==> src/rtl/irq_ctrl.sv <==
// Interrupt controller: synchronised sources, PENDING/ENABLE/MODE/STATUS registers, CPU irq vector.
// Optional per-source polarity register when IRQ_CTRL_POLARITY_EN is defined.
module irq_ctrl #(
  parameter int NSRC     = 8,
  parameter int IRQ_BASE = 5
) (
  input  logic            clk,
  input  logic            reset,
  input  logic            valid,
  output logic            ready,
  input  logic [3:0]      wstrb,
  input  logic [31:0]     addr,
  input  logic [31:0]     wdata,
  output logic [31:0]     rdata,
  input  logic [NSRC-1:0] src,
  output logic [31:0]     irq
);

  // Bus: a request is accepted on an edge where valid=1 and ready=0; ready
  // pulses for one cycle afterwards, carrying rdata (0 outside the pulse).
  logic            ready_q;
  logic [31:0]     rdata_q;
  logic [NSRC-1:0] s1_q, s2_q, s3_q;
  logic [NSRC-1:0] pend_q, pend_d;
  logic [NSRC-1:0] en_q, en_d;
  logic [NSRC-1:0] mode_q, mode_d;
  logic [NSRC-1:0] src_eff;
  logic [NSRC-1:0] bmask, wbits, clr;
  logic [31:0]     rd_val;
  logic [63:0]     irq_wide;
  logic [2:0]      idx;
  logic            accept, wr;

  assign idx    = addr[4:2];
  assign accept = valid & ~ready_q;
  assign wr     = accept & (|wstrb);

  always_comb begin
    bmask = '0;
    for (int i = 0; i < NSRC; i++) bmask[i] = wstrb[i/8];
  end
  assign wbits = wdata[NSRC-1:0] & bmask;

`ifdef IRQ_CTRL_POLARITY_EN
  logic [NSRC-1:0] pol_q;
  assign src_eff = src ^ pol_q;

  always_ff @(posedge clk or posedge reset) begin
    if (reset) pol_q <= '0;
    else if (wr && idx == 3'd4) pol_q <= (pol_q & ~bmask) | wbits;
  end
`else
  assign src_eff = src;
`endif

  // Edge sources hold until cleared; a same-cycle rise beats the clear.
  always_comb begin
    clr    = (wr && idx == 3'd0) ? wbits : '0;
    pend_d = (mode_q & ((s2_q & ~s3_q) | (pend_q & ~clr))) | (~mode_q & s2_q);
    en_d   = (wr && idx == 3'd1) ? ((en_q & ~bmask) | wbits) : en_q;
    mode_d = (wr && idx == 3'd2) ? ((mode_q & ~bmask) | wbits) : mode_q;
  end

  always_comb begin
    rd_val = '0;
    case (idx)
      3'd0: rd_val = 32'(pend_q);
      3'd1: rd_val = 32'(en_q);
      3'd2: rd_val = 32'(mode_q);
      3'd3: rd_val = 32'(pend_q & en_q);
`ifdef IRQ_CTRL_POLARITY_EN
      3'd4: rd_val = 32'(pol_q);
`endif
      default: rd_val = '0;
    endcase
  end

  always_ff @(posedge clk or posedge reset) begin
    if (reset) begin
      s1_q    <= '0;
      s2_q    <= '0;
      s3_q    <= '0;
      pend_q  <= '0;
      en_q    <= '0;
      mode_q  <= '0;
      ready_q <= 1'b0;
      rdata_q <= '0;
    end else begin
      s1_q    <= src_eff;
      s2_q    <= s1_q;
      s3_q    <= s2_q;
      pend_q  <= pend_d;
      en_q    <= en_d;
      mode_q  <= mode_d;
      ready_q <= accept;
      rdata_q <= (accept && wstrb == 4'd0) ? rd_val : 32'd0;
    end
  end

  assign irq_wide = 64'(pend_q & en_q) << IRQ_BASE;
  assign irq      = irq_wide[31:0];
  assign ready    = ready_q;
  assign rdata    = rdata_q;

  logic unused_bits;
  assign unused_bits = &{1'b0, addr[31:5], addr[1:0], wdata, irq_wide[63:32]};

endmodule

==> config.mk <==
export PLATFORM = sky130hd
export DESIGN_NAME = irq_ctrl
export DESIGN_NICKNAME = d
export VERILOG_FILES = /design/src/rtl/irq_ctrl.sv
export SDC_FILE = /design/constraint.sdc
export NUM_CORES = 1
export LEC_CHECK = 0
export CORE_ASPECT_RATIO = 1.25
export CORE_MARGIN = 1
export CORE_UTILIZATION = 41
export DETAILED_ROUTE_END_ITERATION = 7
export GPL_ROUTABILITY_DRIVEN = 0
export PLACE_DENSITY = 0.9
export SLEW_MARGIN = 20
export SYNTH_ARGS = -nofsm -noshare
export SYNTH_HDL_FRONTEND = slang
export SYNTH_SLANG_ARGS = --single-unit
==> constraint.sdc <==
create_clock -name clk -period 3.8 [get_ports clk]
set_input_delay 1.14 -clock clk [delete_from_list [all_inputs] [get_ports clk]]
set_output_delay 1.14 -clock clk [all_outputs]
set_load 0.02 [all_outputs]
==> results of run 1 <==
-- worst paths after layout --
path	depth (start not counted)	start	slack [ns]	end
min reg2reg	0	s1_q[3]	0.34	s2_q[3]
max in group asynchronous	3	reset	2.36	pend_q[5]
min	0	s1_q[3]	0.34	s2_q[3]
min in group asynchronous	3	reset	1.17	s2_q[1]
max	4	wstrb[0]	1.18	flip-flop
max reg2reg	3	ready	2.05	flip-flop
-- metrics by stage --
stage / hold WS, ns / total power [mW] / cells / setup slack (ns) / cell area (um^2)
global route: 0.352 / 1.55 / 338 / 1.10 / 3020
finish: 0.344 / 1.48 / 338 / 1.18 / 3020
global placement: 0.333 / 0.988 / 322 / 0.856 / 2850
CTS: 0.348 / 1.49 / 338 / 1.15 / 3020
floorplan: 0.331 / 0.939 / 248 / 1.26 / 2690
detailed placement: 0.335 / 1.00 / 322 / 0.855 / 2850
-- cells by family (layout without fill, tap and decap cells) --
logic type / Yosys count / count (layout)
DFF: 57 / 57
buffers and inverters: 55 / 63
and+or+nand+nor: 40 / 40
AOI/OAI and AO/OA: 32 / 32
muxes: 16 / 16
other: 1 / 48
-- synthesized netlist by cell type --
master	instances	area, um^2
sky130_fd_sc_hd__nand3_1	7	35.0
sky130_fd_sc_hd__mux2_4	1	15.0
sky130_fd_sc_hd__and2_1	8	50.1
sky130_fd_sc_hd__mux2_2	15	169
sky130_fd_sc_hd__o21ai_0	8	40.0
sky130_fd_sc_hd__nand3b_4	1	20.0
sky130_fd_sc_hd__conb_1	1	3.75
sky130_fd_sc_hd__and2b_2	1	8.76
sky130_fd_sc_hd__nand4_1	1	6.26
sky130_fd_sc_hd__a32o_1	8	80.1
sky130_fd_sc_hd__buf_6	2	22.5
sky130_fd_sc_hd__a211oi_1	16	120
sky130_fd_sc_hd__nor3b_1	1	7.51
sky130_fd_sc_hd__nand3_4	1	17.5
sky130_fd_sc_hd__nor4_1	1	6.26
sky130_fd_sc_hd__clkbuf_1	1	3.75
sky130_fd_sc_hd__nor2b_1	8	50.1
sky130_fd_sc_hd__inv_1	2	7.51
sky130_fd_sc_hd__nand2_1	9	33.8
sky130_fd_sc_hd__buf_2	1	5.00
sky130_fd_sc_hd__and4bb_1	1	12.5
sky130_fd_sc_hd__nor2_1	1	3.75
sky130_fd_sc_hd__dfrtp_1	57	1430
sky130_fd_sc_hd__buf_4	49	368
-- cell type report --
cell class	instances	area (um^2)	share of cell area (%)
Inverter	2	7.51	0.248
Timing Repair Buffer	45	455	15.1
Sequential cell	57	1430	47.2
Tap cell	82	103	3.40
Multi-Input combinational cell	136	856	28.3
Clock buffer	13	159	5.26
Clock inverter	3	15.0	0.497
-- per-layer routing --
metal / track usage, % / vias up / wire length (um) / part of all wire [%]
li1: - / 706 / - / -
met1: 16.8 / 746 / 1680 / 39
met2: 25.6 / 70 / 2260 / 52
met3: 3.95 / 10 / 293 / 6.8
met4: 9.63 / 0 / 110 / 2.5
met5: 0 / - / 0 / 0
-- worst register-to-register path: cells and delay by family (launching register included) --
family / cells / cell delay, ns
multiplexers: 1 / 0.35
AND/OR/NAND/NOR: 2 / 0.88
flip-flops: 1 / 0.40
-- power groups by stage --
stage | Combinational (mW) | Sequential, mW | Clock [mW]
6_report | 0.258 | 0.733 | 0.486
5_1_grt | 0.282 | 0.745 | 0.522
4_1_cts | 0.261 | 0.732 | 0.496
3_5_place_dp | 0.260 | 0.742 | 0
3_3_place_gp | 0.251 | 0.737 | 0
2_1_floorplan | 0.214 | 0.726 | 0
==> metrics.md, run 1 <==
| Metric | Value |
|---|---|
| Crit start category | `input port` |
| Critical Path Fanout Max | `9` |
| Mux contribution to synthesized area | `7.32%` |
| Fmax | `382 MHz` |
| Half-perimeter wire length after detailed placement | `2.98 mm` |
| Number of max-slew violations in the final report | `0` |
| Starting density of the core | `42.9%` |
| Area of the mapped netlist | `2510 um^2` |
| Diodes inserted | `0` |
| Final setup violation count | `0` |
| Number of antenna violations at the first check in global routing | `0` |
| Hold buffer count at cts | `0` |
| Clock edge transition at the registers on the reported setup and hold paths | `0.06 ns` |
| Setup total negative slack | `0 ns` |
| Synthesis Warnings | `0` |
| Filler cell count | `527` |
| Clock tree from TritonCTS | `built` |
| Highest-delay cell along the critical path | `sky130_fd_sc_hd__and4bb_1` |
| Proportion of power drawn by combinational gates | `roughly 18%` |
| Element type at the critical path end | `flip-flop` |
| Input/output buffers | `42` |
| Synth Area in Compound Gates | `under 10%` |
| Final global-route overflow total | `0` |
| Commonest non-fill, non-tap cell in the layout | `sky130_fd_sc_hd__dfrtp_1` |
| Core Area | `5860 um^2` |
| First-pass GRT wire length | `7.07 mm` |
| Most used cells in the layout excluding fill and tap cells | `sky130_fd_sc_hd__dfrtp_1 (57), sky130_fd_sc_hd__conb_1 (48), sky130_fd_sc_hd__clkdlybuf4s50_1 (42)` |
| Die X | `72.0 um` |
| Crit path buf inv count | `1` |
| DRT Pass-1 Iters | `4` |
| Simple-gate share of the synthesized area | `10.0%` |
| Max-cap violation count | `0` |
| WS Path Type | `in -> reg` |
| Final antenna-violating net count | `0` |
| Leak Pwr | `1.35 nW` |
| Sinks on the clock net | `57` |
| H-tree depth reported by CTS | `3` |
| Clock latency at the later pin of the worst-skew pair | `0.33 ns` |
| Maximum buffer depth of the clock tree | `2` |
| Final Hold Vio Count | `0` |
| Chip height | `about 90 um` |
| Average wire per standard cell | `12.8 um` |
| Tot GR Track Use | `15.0%` |
| Post-synthesis adder-cell area fraction | `0%` |
| Crit path max-delay family | `simple AND/OR/NAND/NOR gates` |
| Worst-case clock skew | `0.00681 ns` |
| Final period demand of the worst path | `2.62 ns` |
| Net switching share of the total power | `between 20 and 30%` |
| Vias/cell | `between 4 and 5` |
| Synthesized area per cell | `12.5 um^2` |
| Transition time at the pin with the least slew margin | `0.673 ns` |
| Die Area | `6450 um^2` |
| Required time reported for the critical path endpoint | `4.01 ns` |
| Fraction of the yosys area taken by sequential cells | `56.8%` |
| Path type of the worst min-delay path | `reg -> reg` |
| Seq cells post-synth | `57` |
| Utilization of the core after routing | `51.6%` |
| CTS Root Buffer Type | `sky130_fd_sc_hd__clkbuf_8` |
| DRC Markers | `0` |
| Final #Nets | `330` |
| Number of core rows | `31` |
| Worst IR Drop VDD | `approximately 0.21 mV` |
| Relative max-transition margin | `a little over half` |
| Number of distinct library cells after synthesis | `24` |
| Routed vias | `1532` |
| Clock power share | `around a third` |
| Critical path, cell by cell | `clkdlybuf4s50_1 > and4bb_1 > nand3b_4 > mux2_4` |
| Proportion of layout cells with a drive suffix above 1 | `roughly 14%` |
| Crit-path max cell delay | `between 0.5 and 0.6 ns` |
| Largest net degree at the start of global routing | `a little under 60` |
| Vias in the first global route | `1498` |
| I/O pin count | `~140` |
| Net switching component of the power | `0.406 mW` |
| Setup fix buffers added after clock tree synthesis | `0` |
| Cell internal power dissipation | `roughly 1.1 mW` |
| Post-synthesis instance total | `approximately 200` |
| Power Density | `489 nW/um^2` |
| Share of the clock period used by the worst path | `68.8%` |
| Crit path arrival time | `2.82 ns` |
| TritonCTS Buffers | `9` |
| Post-detailed-routing wire length | `4.34 mm` |
| Count of cells resized by post-cts repair | `0` |
| Main combinational cell family by area after synthesis | `buffers and inverters` |
| RSZ-0062 raised after global routing | `false` |
| Post-Synth XOR/XNOR Area | `0%` |
| Sequential share of power | `approximately half` |
| Outcome | `completed` |
| Initial detailed-routing violation count | `154` |
| Growth of design area from synthesis to finish | `20.3%` |
Note: power is estimated with default switching activity, not from simulation.
==> run 2, diff against run 1 <==
--- a/config.mk
+++ b/config.mk
@@ -7,10 +7,10 @@
 export LEC_CHECK = 0
 export CORE_ASPECT_RATIO = 1.25
 export CORE_MARGIN = 1
-export CORE_UTILIZATION = 41
+export CORE_UTILIZATION = 38
 export DETAILED_ROUTE_END_ITERATION = 7
 export GPL_ROUTABILITY_DRIVEN = 0
-export PLACE_DENSITY = 0.9
+export PLACE_DENSITY = 0.84
 export SLEW_MARGIN = 20
 export SYNTH_ARGS = -nofsm -noshare
 export SYNTH_HDL_FRONTEND = slang
==> constraint.sdc (replaced) <==
create_clock -name clk -period 2.7 [get_ports clk]
set_input_delay 0.81 -clock clk [delete_from_list [all_inputs] [get_ports clk]]
set_output_delay 0.81 -clock clk [all_outputs]
set_load 0.02 [all_outputs]
==> metrics.md, run 2 (synthesis results as in run 1) <==
| Metric | Value |
|---|---|
| Post-route setup slack | `0.413 ns (-0.771 ns)` |
| Final global-route overflow total | `0 (unchanged)` |
| Crit-path max cell delay | `0.61 ns (+0.03 ns)` |
| Commonest non-fill, non-tap cell in the layout | `sky130_fd_sc_hd__dfrtp_1` |
| Filler cell count | `568 (+7.8%)` |
| Post-detailed-routing wire length | `4.26 mm (-1.8%)` |
| Path type of the worst min-delay path | `reg -> reg` |
| Input/output buffers | `42 (unchanged)` |
| Critical path depth in cells | `2 (-2)` |
| Met3 usage in global routing | `5.11% (+1.2 points)` |
| Vias in the first global route | `1468 (-2.0%)` |
| Final period demand of the worst path | `2.29 ns` |
| Worst-case reg-to-reg path depth | `4 (+1)` |
| Worst IR Drop VDD | `0.241 mV (+12%)` |
| Tot GR Track Use | `13.7% (-1.3 points)` |
| I/O pin count | `144 (unchanged)` |
| Routed vias | `1534 (+0.13%)` |
| Outcome | `completed` |
| Fmax | `437 MHz` |
| Met2 Usage GRT | `22.3% (-3.3 points)` |
| Setup fix buffers added after clock tree synthesis | `0 (unchanged)` |
| Hold buffer count at cts | `0 (unchanged)` |
| Share of the clock period used by the worst path | `between 80% and 90%` |
| DRC Markers | `0 (unchanged)` |
| Average wire per standard cell | `12.4 um (-3.5%)` |
| Count of cells resized by post-cts repair | `0 (unchanged)` |
| Maximum buffer depth of the clock tree | `2 (unchanged)` |
| Met1 global-route usage | `15.1% (-1.7 points)` |
| RSZ-0062 raised after global routing | `false` |
| Hold path start | `s1_q[0]` |
| Sinks on the clock net | `57 (unchanged)` |
| Number of max-slew violations in the final report | `0 (unchanged)` |
| Clock edge transition at the registers on the reported setup and hold paths | `0.06 ns (about the same)` |
| Diodes inserted | `0 (unchanged)` |
| Core Area | `6290 um^2 (+7.3%)` |
| DRT Pass-1 Iters | `4 (unchanged)` |
| Chip height | `92.9 um (+3.8%)` |
| Required time reported for the critical path endpoint | `1.89 ns (-2.12 ns)` |
| Starting density of the core | `40.0% (-2.9 points)` |
| Most used cells in the layout excluding fill and tap cells | `sky130_fd_sc_hd__dfrtp_1 (57), sky130_fd_sc_hd__conb_1 (48), sky130_fd_sc_hd__clkdlybuf4s50_1 (42)` |
| Clock latency at the later pin of the worst-skew pair | `0.32 ns (about the same)` |
| Beginning of the worst register-to-register path | `ready` |
| CTS Root Buffer Type | `sky130_fd_sc_hd__clkbuf_8` |
| Half-perimeter wire length after detailed placement | `3.18 mm (+6.6%)` |
| Number of cells on the worst hold path | `0 (unchanged)` |
| Initial detailed-routing violation count | `113 (-27%)` |
| Crit path max-delay family | `buffers and inverters` |
| WS Path Type | `reg -> out` |
| Critical Path Fanout Max | `4 (-5)` |
| Crit path arrival time | `1.48 ns (-1.34 ns)` |
| Die X | `74.7 um (+3.8%)` |
| First-pass GRT wire length | `6.86 mm (-2.9%)` |
| Final setup violation count | `0 (unchanged)` |
| Final Hold Vio Count | `0 (unchanged)` |
| Die Area | `6940 um^2 (+7.7%)` |
| Number of core rows | `32 (+3.2%)` |
| Number of antenna violations at the first check in global routing | `0 (unchanged)` |
| Element type at the critical path end | `output port` |
| Final antenna-violating net count | `0 (unchanged)` |
| Clock tree from TritonCTS | `built` |
| Proportion of layout cells with a drive suffix above 1 | `15.8% (+1.4 points)` |
| TritonCTS Buffers | `9 (unchanged)` |
| Growth of design area from synthesis to finish | `22.0%` |
| Final #Nets | `334 (+1.2%)` |
| Worst-case clock skew | `0.00908 ns (+0.00226 ns)` |
| Vias/cell | `4.46 (-1.6%)` |
| Setup total negative slack | `0 ns (unchanged)` |
| Highest-delay cell along the critical path | `sky130_fd_sc_hd__clkdlybuf4s50_1` |
| Crit path buf inv count | `1 (unchanged)` |
| Leak Pwr | `1.37 nW (+1.8%)` |
| Largest net degree at the start of global routing | `24 (-59%)` |
| Power Density | `705 nW/um^2 (+44%)` |
| Max-cap violation count | `0 (unchanged)` |
| Crit start category | `flip-flop` |
| H-tree depth reported by CTS | `3 (unchanged)` |
| Critical path, cell by cell | `and2_1 > clkdlybuf4s50_1` |
| Post-Place Worst Slack | `0.274 ns (-0.580 ns)` |
| Most Used Layer, Global Route | `met2` |
| Worst setup startpoint | `pend_q[0]` |
==> run 2: cell count changes in the layout (fill, tap and decap cells not counted) <==
cell	before	now
sky130_fd_sc_hd__clkinv_2	3	2
sky130_fd_sc_hd__bufinv_16	0	1
sky130_fd_sc_hd__clkbuf_1	2	1
sky130_fd_sc_hd__buf_4	2	7
sky130_fd_sc_hd__buf_12	1	0
==> run 2: power by group <==
| group | total (mW) | switching (mW) | internal, mW |
|---|---|---|---|
| Clock | 0.767 | 0.299 | 0.468 |
| Combinational | 0.363 | 0.187 | 0.176 |
| Sequential | 1.03 | 0.0770 | 0.954 |
==> run 2: worst paths after layout <==
check / end / slack [ns]
worst max-delay path: irq[5] / 0.41
worst min-delay path: s2_q[0] / 0.35
worst max register to register: pend_q[0] / 1.12
worst min register to register: s2_q[0] / 0.35
max in group asynchronous: s3_q[1] / 1.25
min in group asynchronous: s1_q[7] / 0.80
==> run 2: routing by layer <==
metal / up-vias / share of wire [%]
li1: 718 / -
met1: 748 / 40
met2: 63 / 52
met3: 5 / 7.1
met4: 0 / 1.1
met5: - / 0
==> run 2: area by class of cell <==
class	count	area (um^2)	share of cell area [%]
clock buffers	12	155	5.06
clock inverters	3	40.0	1.31
inverters	2	7.51	0.245
multi-input cells	136	856	27.9
flip-flops and latches	57	1430	46.5
well taps	85	106	3.47
repair buffers	49	473	15.4
==> run 2: worst reg2reg max path, cell delays in order (launching register included) <==
cell	delay, ns
sky130_fd_sc_hd__dfrtp_1	0.40
sky130_fd_sc_hd__and4bb_1	0.50
sky130_fd_sc_hd__buf_4	0.21
sky130_fd_sc_hd__nand3_1	0.09
sky130_fd_sc_hd__a32o_1	0.27
==> run 2: stage by stage <==
stage	hold slack (ns)	power [mW]	instances	area, um^2	utilization [%]
final	0.349	2.16	344	3060	48.7
after global routing	0.354	2.28	344	3060	48.7
after CTS	0.350	2.19	344	3060	48.7
after detailed placement	0.336	1.41	329	2870	45.6
after global placement	0.334	1.39	329	2870	45.6
after floorplan	0.331	1.32	248	2690	-
==> run 3, diff against run 2 <==
--- a/config.mk
+++ b/config.mk
@@ -7,10 +7,10 @@
 export LEC_CHECK = 0
 export CORE_ASPECT_RATIO = 1.25
 export CORE_MARGIN = 1
-export CORE_UTILIZATION = 38
+export CORE_UTILIZATION = 34
 export DETAILED_ROUTE_END_ITERATION = 7
 export GPL_ROUTABILITY_DRIVEN = 0
-export PLACE_DENSITY = 0.84
+export PLACE_DENSITY = 0.8
 export SLEW_MARGIN = 20
 export SYNTH_ARGS = -nofsm -noshare
 export SYNTH_HDL_FRONTEND = slang
==> constraint.sdc (replaced) <==
create_clock -name clk -period 1.9 [get_ports clk]
set_input_delay 0.57 -clock clk [delete_from_list [all_inputs] [get_ports clk]]
set_output_delay 0.57 -clock clk [all_outputs]
set_load 0.02 [all_outputs]
==> metrics.md, run 3 (synthesis results as in run 1) <==
| Metric | Value |
|---|---|
| Filler cell count | `665 (+17%)` |
| Initial detailed-routing violation count | `62 (-45%)` |
| Post-Place Worst Slack | `-0.164 ns (-0.439 ns)` |
| Setup fix buffers added after clock tree synthesis | `0 (unchanged)` |
| Max-cap violation count | `0 (unchanged)` |
| Die X | `78.9 um (+5.6%)` |
| Maximum buffer depth of the clock tree | `2 (unchanged)` |
| Post-route setup slack | `0.0630 ns (-0.349 ns)` |
| Share of the clock period used by the worst path | `between 90% and 100%` |
| Number of antenna violations at the first check in global routing | `0 (unchanged)` |
| Clock tree from TritonCTS | `built` |
| Fmax | `about 540 MHz` |
| Vias in the first global route | `1594 (+8.6%)` |
| Routed vias | `1580 (+3.0%)` |
| Vias/cell | `4.40 (-1.3%)` |
| First-pass GRT wire length | `7.58 mm (+10%)` |
| Crit path arrival time | `1.27 ns (-0.21 ns)` |
| Number of core rows | `34 (+6.3%)` |
| Die Area | `7740 um^2 (+11%)` |
| Starting density of the core | `35.6% (-4.4 points)` |
| Crit-path max cell delay | `0.60 ns (about the same)` |
| Outcome | `completed` |
| Sinks on the clock net | `57 (unchanged)` |
| Worst IR Drop VDD | `0.392 mV (+62%)` |
| WS Path Type | `reg -> out` |
| Crit path max-delay family | `buffers and inverters` |
| DRT Pass-1 Iters | `4 (unchanged)` |
| Final Hold Vio Count | `0 (unchanged)` |
| Largest net degree at the start of global routing | `23 (-4.2%)` |
| Destination of the critical timing path | `rdata[2]` |
| Core Area | `7060 um^2 (+12%)` |
| Most used cells in the layout excluding fill and tap cells | `sky130_fd_sc_hd__dfrtp_1 (57), sky130_fd_sc_hd__conb_1 (48), sky130_fd_sc_hd__clkdlybuf4s50_1 (32)` |
| Worst-case clock skew | `0.00815 ns (-0.000923 ns)` |
| Critical Path Fanout Max | `1 (-3)` |
| Leak Pwr | `1.48 nW (+7.6%)` |
| H-tree depth reported by CTS | `3 (unchanged)` |
| Worst-case reg-to-reg path depth | `4 (unchanged)` |
| TritonCTS Buffers | `9 (unchanged)` |
| Post-detailed-routing wire length | `4.50 mm (+5.6%)` |
| Path type of the worst min-delay path | `reg -> reg` |
| Final global-route overflow total | `0 (unchanged)` |
| Clock latency at the later pin of the worst-skew pair | `0.34 ns (+0.02 ns)` |
| Beginning of the worst register-to-register path | `ready` |
| Diodes inserted | `0 (unchanged)` |
| Proportion of layout cells with a drive suffix above 1 | `18.6% (+2.8 points)` |
| Half-perimeter wire length after detailed placement | `3.34 mm (+4.9%)` |
| Final setup violation count | `0 (unchanged)` |
| Number of max-slew violations in the final report | `0 (unchanged)` |
| CTS Root Buffer Type | `sky130_fd_sc_hd__clkbuf_8` |
| Critical path, cell by cell | `clkdlybuf4s50_1` |
| Input/output buffers | `42 (unchanged)` |
| Utilization of the core after routing | `44.9% (-3.8 points)` |
| Crit start category | `flip-flop` |
| I/O pin count | `144 (unchanged)` |
| Post-route insts no fill | `359 (+4.4%)` |
| Required time reported for the critical path endpoint | `1.33 ns (-0.56 ns)` |
| Critical path depth in cells | `1 (-1)` |
| Placed Instances | `343 (+4.3%)` |
| Reg2reg setup slack | `0.44 ns (-0.68 ns)` |
| Final #Nets | `343 (+2.7%)` |
| Element type at the critical path end | `output port` |
| Chip height | `98.1 um (+5.6%)` |
| Final antenna-violating net count | `0 (unchanged)` |
| Tot GR Track Use | `13.4% (-0.29 points)` |
| Clock edge transition at the registers on the reported setup and hold paths | `0.06 ns (about the same)` |
| DRC Markers | `0 (unchanged)` |
| Power Density | `983 nW/um^2 (+39%)` |
| Commonest non-fill, non-tap cell in the layout | `sky130_fd_sc_hd__dfrtp_1` |
| Growth of design area from synthesis to finish | `26.2%` |
| RSZ-0062 raised after global routing | `false` |
| Crit path buf inv count | `1 (unchanged)` |
| Worst setup startpoint | `rdata[2]` |
| Final period demand of the worst path | `between 1.5 and 2 ns` |
| Highest-delay cell along the critical path | `sky130_fd_sc_hd__clkdlybuf4s50_1` |
| Average wire per standard cell | `12.5 um (+1.2%)` |
run 3: worst min-delay path by stage:
stage	startpoint	to	depth (start not counted)
floorplan	s1_q[0]	s2_q[0]	0
global placement	s1_q[1]	s2_q[1]	0
detailed placement	s1_q[4]	s2_q[4]	0
CTS	s1_q[5]	s2_q[5]	0
global route	s1_q[3]	s2_q[3]	0
finish	s1_q[3]	s2_q[3]	0
run 3: repair_timing:
action                                 in CTS  in global routing
setup endpoints to repair                   9                  1
hold buffers                                0                  0
gates resized for setup                     9                  1
endpoints found under the hold margin       0                  0
run 3: routing by layer:
metal | share of wire, % | routed length (um) | GRT usage (%) | vias up
met5 | 0 | 0 | 0 | -
met4 | 2.3 | 105 | 7.97 | 0
met3 | 7.3 | 329 | 4.58 | 9
met2 | 53 | 2380 | 22.5 | 67
met1 | 37 | 1690 | 14.5 | 767
li1 | - | - | - | 737
run 3: worst reg2reg max path, cell delays in order (launching register included):
cell and delay, ns:
sky130_fd_sc_hd__dfrtp_1 0.40, sky130_fd_sc_hd__and4bb_1 0.28, sky130_fd_sc_hd__buf_4 0.15, sky130_fd_sc_hd__nand3b_4 0.17, sky130_fd_sc_hd__mux2_4 0.34
run 3: area by class of cell:
class	count	area (um^2)	share of cell area (%)
Sequential cell	57	1430	45.0
Multi-Input combinational cell	136	856	27.0
Inverter	2	11.3	0.355
Tap cell	90	113	3.55
Timing Repair Buffer	58	557	17.6
Clock inverter	2	35.0	1.10
Clock buffer	14	173	5.45
run 3: report_power, final:
group | total [mW] | internal [mW] | switching, mW
Sequential | 1.46 | 1.36 | 0.107
Clock | 1.14 | 0.711 | 0.431
Combinational | 0.512 | 0.241 | 0.271
run 3: metrics by stage:
stage	power (mW)	instance area [um^2]	TNS [ns]	hold WS, ns
after floorplan	1.88	2690	0	0.331
after detailed placement	2.03	2970	-3.94	0.335
after global routing	3.28	3170	0	0.352
after CTS	3.16	3170	0	0.349
final	3.12	3170	0	0.348
after global placement	2.00	2970	-3.59	0.334
